### config.mk
export PLATFORM = sky130hd
export DESIGN_NAME = fetch_unit
export DESIGN_NICKNAME = d
export VERILOG_FILES = /design/src/rtl/fetch_unit.sv
export SDC_FILE = /design/constraint.sdc
export NUM_CORES = 1
export LEC_CHECK = 0
export CAP_MARGIN = 15
export CORE_UTILIZATION = 35
export DETAILED_ROUTE_END_ITERATION = 7
export DONT_BUFFER_PORTS = 1
export PLACE_DENSITY = 0.6
export SLEW_MARGIN = 10
export SYNTH_ARGS = -nofsm -noshare
export SYNTH_HDL_FRONTEND = slang
export SYNTH_SLANG_ARGS = --single-unit
### constraint.sdc
create_clock -name clk -period 1.8 [get_ports clk]
set_clock_uncertainty 0.2 [all_clocks]
set_input_delay 0.36 -clock clk [delete_from_list [all_inputs] [get_ports clk]]
set_output_delay 0.36 -clock clk [all_outputs]
set_load 0.005 [all_outputs]
### src/rtl/fetch_unit.sv
// Instruction fetch stage: walks the PC over a 16-bit instruction memory,
// merges one- and two-word instructions into a 32-bit bus for decode,
// and handles downstream stall and taken-branch redirects.
//
// state  | meaning
// -------+-------------------------------------------------------------
// FETCH1 | memData is an opcode word; short ones issue, long ones park
// FETCH2 | memData is the immediate word of the parked long opcode
module fetch_unit #(
  parameter int                    ADDR_WIDTH = 16,
  parameter logic [ADDR_WIDTH-1:0] RESET_PC   = '0
) (
  input  logic                  clk,
  input  logic                  rst,
  input  logic [15:0]           memData,
  output logic [ADDR_WIDTH-1:0] memAddress,
  input  logic                  stall,
  input  logic                  branchTaken,
  input  logic [ADDR_WIDTH-1:0] branchTarget,
  output logic [31:0]           instruction,
  output logic                  instrValid,
  output logic [ADDR_WIDTH-1:0] instrPC
);

  typedef enum logic {
    FETCH1 = 1'b0,
    FETCH2 = 1'b1
  } fetchState_t;

  localparam logic [ADDR_WIDTH-1:0] PC_ONE = {{(ADDR_WIDTH-1){1'b0}}, 1'b1};

  fetchState_t           state;
  fetchState_t           nextState;
  logic [ADDR_WIDTH-1:0] pc;
  logic [ADDR_WIDTH-1:0] nextPc;
  logic [ADDR_WIDTH-1:0] pcPlusOne;
  logic [15:0]           holdWord;
  logic [15:0]           nextHoldWord;
  logic [ADDR_WIDTH-1:0] holdPC;
  logic [ADDR_WIDTH-1:0] nextHoldPC;
  logic [31:0]           nextInstruction;
  logic                  nextInstrValid;
  logic [ADDR_WIDTH-1:0] nextInstrPC;
  logic                  isLong;

  // Memory is read combinationally at the current PC; wraps naturally.
  assign memAddress = pc;
  assign pcPlusOne  = pc + PC_ONE;
  assign isLong     = memData[15];

  // Next-state and next-output selection: branch beats stall beats fetch.
  always_comb begin
    nextState       = state;
    nextPc          = pc;
    nextHoldWord    = holdWord;
    nextHoldPC      = holdPC;
    nextInstruction = instruction;
    nextInstrValid  = instrValid;
    nextInstrPC     = instrPC;

    if (branchTaken) begin
      // Redirect wins even while stalled; a parked opcode is dropped.
      nextPc          = branchTarget;
      nextState       = FETCH1;
      nextHoldWord    = 16'h0000;
      nextInstruction = 32'h0000_0000;
      nextInstrValid  = 1'b0;
      nextInstrPC     = '0;
    end else if (!stall) begin
      unique case (state)
        FETCH1: begin
          nextPc = pcPlusOne;
          if (isLong) begin
            // Park the opcode; output a bubble but keep the old payload.
            nextHoldWord   = memData;
            nextHoldPC     = pc;
            nextState      = FETCH2;
            nextInstrValid = 1'b0;
          end else begin
            nextInstruction = {16'h0000, memData};
            nextInstrValid  = 1'b1;
            nextInstrPC     = pc;
          end
        end
        FETCH2: begin
          nextPc          = pcPlusOne;
          nextInstruction = {memData, holdWord};
          nextInstrValid  = 1'b1;
          nextInstrPC     = holdPC;
          nextState       = FETCH1;
        end
        default: begin
          nextState = FETCH1;
        end
      endcase
    end
  end

  // FSM state register.
  always_ff @(posedge clk or negedge rst) begin
    if (!rst) begin
      state <= FETCH1;
    end else begin
      state <= nextState;
    end
  end

  // PC, parked opcode and registered decode outputs.
  always_ff @(posedge clk or negedge rst) begin
    if (!rst) begin
      pc          <= RESET_PC;
      holdWord    <= 16'h0000;
      holdPC      <= '0;
      instruction <= 32'h0000_0000;
      instrValid  <= 1'b0;
      instrPC     <= '0;
    end else begin
      pc          <= nextPc;
      holdWord    <= nextHoldWord;
      holdPC      <= nextHoldPC;
      instruction <= nextInstruction;
      instrValid  <= nextInstrValid;
      instrPC     <= nextInstrPC;
    end
  end

endmodule

==> out/summary.txt <==
status -> finished with violations
violated checks -> hold timing
Fillers -> 1155
Hold Vio Cnt, Final -> 98
crit-path max FO -> 3
Max Slew Vio Count -> 0
routed length per instance -> 17.2 um
Gate Count Post-Synth -> 391
measured slew at the worst slew-check pin -> 0.351 ns
Setup crit start -> memAddress[1]$_DFFE_PN0P_
global-route wire length before repair -> 16400 um
Netlist cell types -> 38
placed inst area -> 0.00461 mm^2
area of the multi-input gates -> 0.00173 mm^2
Final min period -> 1.79 ns
crit-path leading delay family -> simple AND/OR/NAND/NOR gates
Residual DRC -> 0
Setup Viol. Count Final -> 0
critical path class -> reg -> reg
Die H -> 113 um
Routed Antenna Nets -> 0
Clock Tree Buf Depth -> 2
crit path DAT -> 1.87 ns
CP cell instances -> ha_1 > and4b_1 > or4b_4 > xor2_1 > o21ai_1
number of cells on the critical path -> 5
RePlAce Congestion -> 0.774
DRT Pass-1 Iters -> 6
mapped cell area -> 0.00431 mm^2
area leader, netlist -> dfrtp_1
Min Hold Slack -> -0.498 ns
H-tree depth -> 3
Port Buffer Count -> 0
Max Cap Viol -> 0
Avg Inst Size Synth -> 11.0 um^2
row count -> 40
Die W -> 113 um
Hold WC Path Type -> in -> async
unrepaired setup endpoints after global routing -> true
CTS tree -> yes
VDD IR max -> 0.472 mV
# diodes -> 0
reg2reg start -> memAddress[1]$_DFFE_PN0P_
Finished Cell Area -> 0.00530 mm^2
crit-path max cell delay -> 0.48 ns
cell area power density -> 953 mW/mm^2
initial antenna violation count -> 0
clock-pin slew on the worst setup and hold paths -> 0.07 ns
number of synthesized flops with an enable pin -> 0
Vias -> 3061
number of buffers created by CTS -> 9
top cells by area, synth -> dfrtp_1 57%, mux2i_1 7.4%, nand2_1 7.0%
clock sink count -> 98
initial DRC count -> 160
Root Driver -> clkbuf_16
Routed WL -> 10100 um
area fraction of the dominant cell type after synthesis -> 56.9%
max_slew headroom -> 76.3%
die area -> 0.0128 mm^2
data required time at the worst endpoint -> 1.87 ns
largest net degree at the start of global routing -> 99
Period Utilization, post-route -> 99.6%
register area share after synthesis -> 56.9%
storage element area -> 0.00245 mm^2
ys flop type -> dfrtp_1
remaining global-route overflow -> 0
Initial Util -> 35.9%
share of flip-flops with an asynchronous set or reset -> 100%
Net Count, Synth -> 428
core area -> 0.0120 mm^2
Worst Path Buf+Inv -> 0
layout overhead on the synthesized area -> 22.8%
Nets -> 472
Util after Layout -> 44.1%
FMAX -> 558 MHz
clk_lat worst skew -> 0.34 ns
Top Ports -> 101
Global Route Usage Sum -> 16.9%
Post-DP HPWL -> 6230 um
leak pwr -> 2.27 nW
layout cell share with drive strength beyond 1 -> 15.7%
YS warnings -> 0
worst reg-to-reg path cell count -> 5
CP max stage cell -> or4b_4
vias per cell -> 5.21
post-synthesis register bit count -> 98
Critical Path Start Type -> flip-flop
Critical Path End Type -> flip-flop
number of global-route vias before repair -> 3167
## synthesized netlist by cell type (3+ instances only)
cell,instances
nand2_1,80
nand2b_1,3
clkbuf_1,16
buf_2,10
mux2i_1,32
xnor2_1,7
a22o_1,15
o21ai_0,28
o31ai_1,31
nand3_1,4
inv_1,5
a21oi_1,3
mux2_2,16
nor2_1,5
buf_4,3
xor2_1,5
nor3_1,4
dfrtp_1,98
## cell families after synthesis
kind of cell             share of synthesized area (%)
adder cells (fa/ha/maj)                          0.290
XOR/XNOR                                          2.44
buffers and inverters                             3.86
multiplexers                                      11.6
AND/OR/NAND/NOR                                   11.4
flip-flops                                        56.9
AO/OA/AOI/OAI                                     13.5
## cells in the final DEF, fill, tap and decap left out, drive strengths merged, types with 12 or more instances in the layout
| cell type | count |
|---|---|
| o31ai | 31 |
| nand2 | 80 |
| buf | 31 |
| dlygate4sd3 | 33 |
| o21ai | 29 |
| mux2i | 32 |
| mux2 | 16 |
| clkbuf | 12 |
| a22o | 15 |
| dfrtp | 98 |
## path summary, 6_finish.rpt
path / to / slack, ns
min: holdPC[7]$_DFFE_PN0P_ / -0.50
max in group asynchronous: state$_DFFE_PN0P_ / 1.77
min reg2reg: holdWord[8]$_DFFE_PN0P_ / 0.30
max reg2reg: memAddress[10]$_DFFE_PN0P_ / 0.006
min in group clk: instruction[10]$_DFFE_PN0P_ / 0.04
max: memAddress[10]$_DFFE_PN0P_ / 0.006
## sequential cells by signal (all words and copies together), names as in the netlist
register	count
holdPC	16
instruction	32
instrPC	16
memAddress	16
holdWord	16
state	1
instrValid	1
## cell type report
class	count	area share, %
clock inverters	4	0.496
multi-input cells	257	32.7
inverters	5	0.354
repair buffers	64	11.8
well taps	147	3.47
flip-flops and latches	98	46.3
clock buffers	12	4.84
## where the power goes
part	leakage (nW)	switching (W)	internal, W
Clock	0.139	0.000805	0.00101
Sequential	1.27	0.000151	0.00243
Combinational	0.858	0.000309	0.000345
Total	2.27	0.00126	0.00378
## through the flow
step / worst slack (ns) / hold slack [ns] / power, W / instances / setup TNS [ns]
2_1_floorplan: -0.0477 / -0.136 / 0.00300 / 391 / -0.0477
3_3_place_gp: 0.0381 / -0.133 / 0.00316 / 535 / 0
3_5_place_dp: 0.00806 / -0.134 / 0.00318 / 535 / 0
4_1_cts: 0.00528 / -0.515 / 0.00511 / 584 / 0
5_1_grt: -0.0723 / -0.513 / 0.00529 / 587 / -0.0922
6_report: 0.00650 / -0.498 / 0.00505 / 587 / 0
## repair_timing
| action | CTS | global route |
|---|---|---|
| setup buffers | 0 | 2 |
| endpoints found under the hold margin | 178 | 99 |
| hold buffers | 33 | 2 |
| gates resized for setup | 0 | 6 |
| setup endpoints to repair | 0 | 7 |
## layer usage
metal	vias to the layer above	global-route usage, %	part of all wire (%)
met5	-	0	0
met1	1491	20.4	44
li1	1456	-	-
met4	0	7.11	1.7
met2	102	28.3	48
met3	12	4.87	6.4
(Power assumes the default switching activity.)
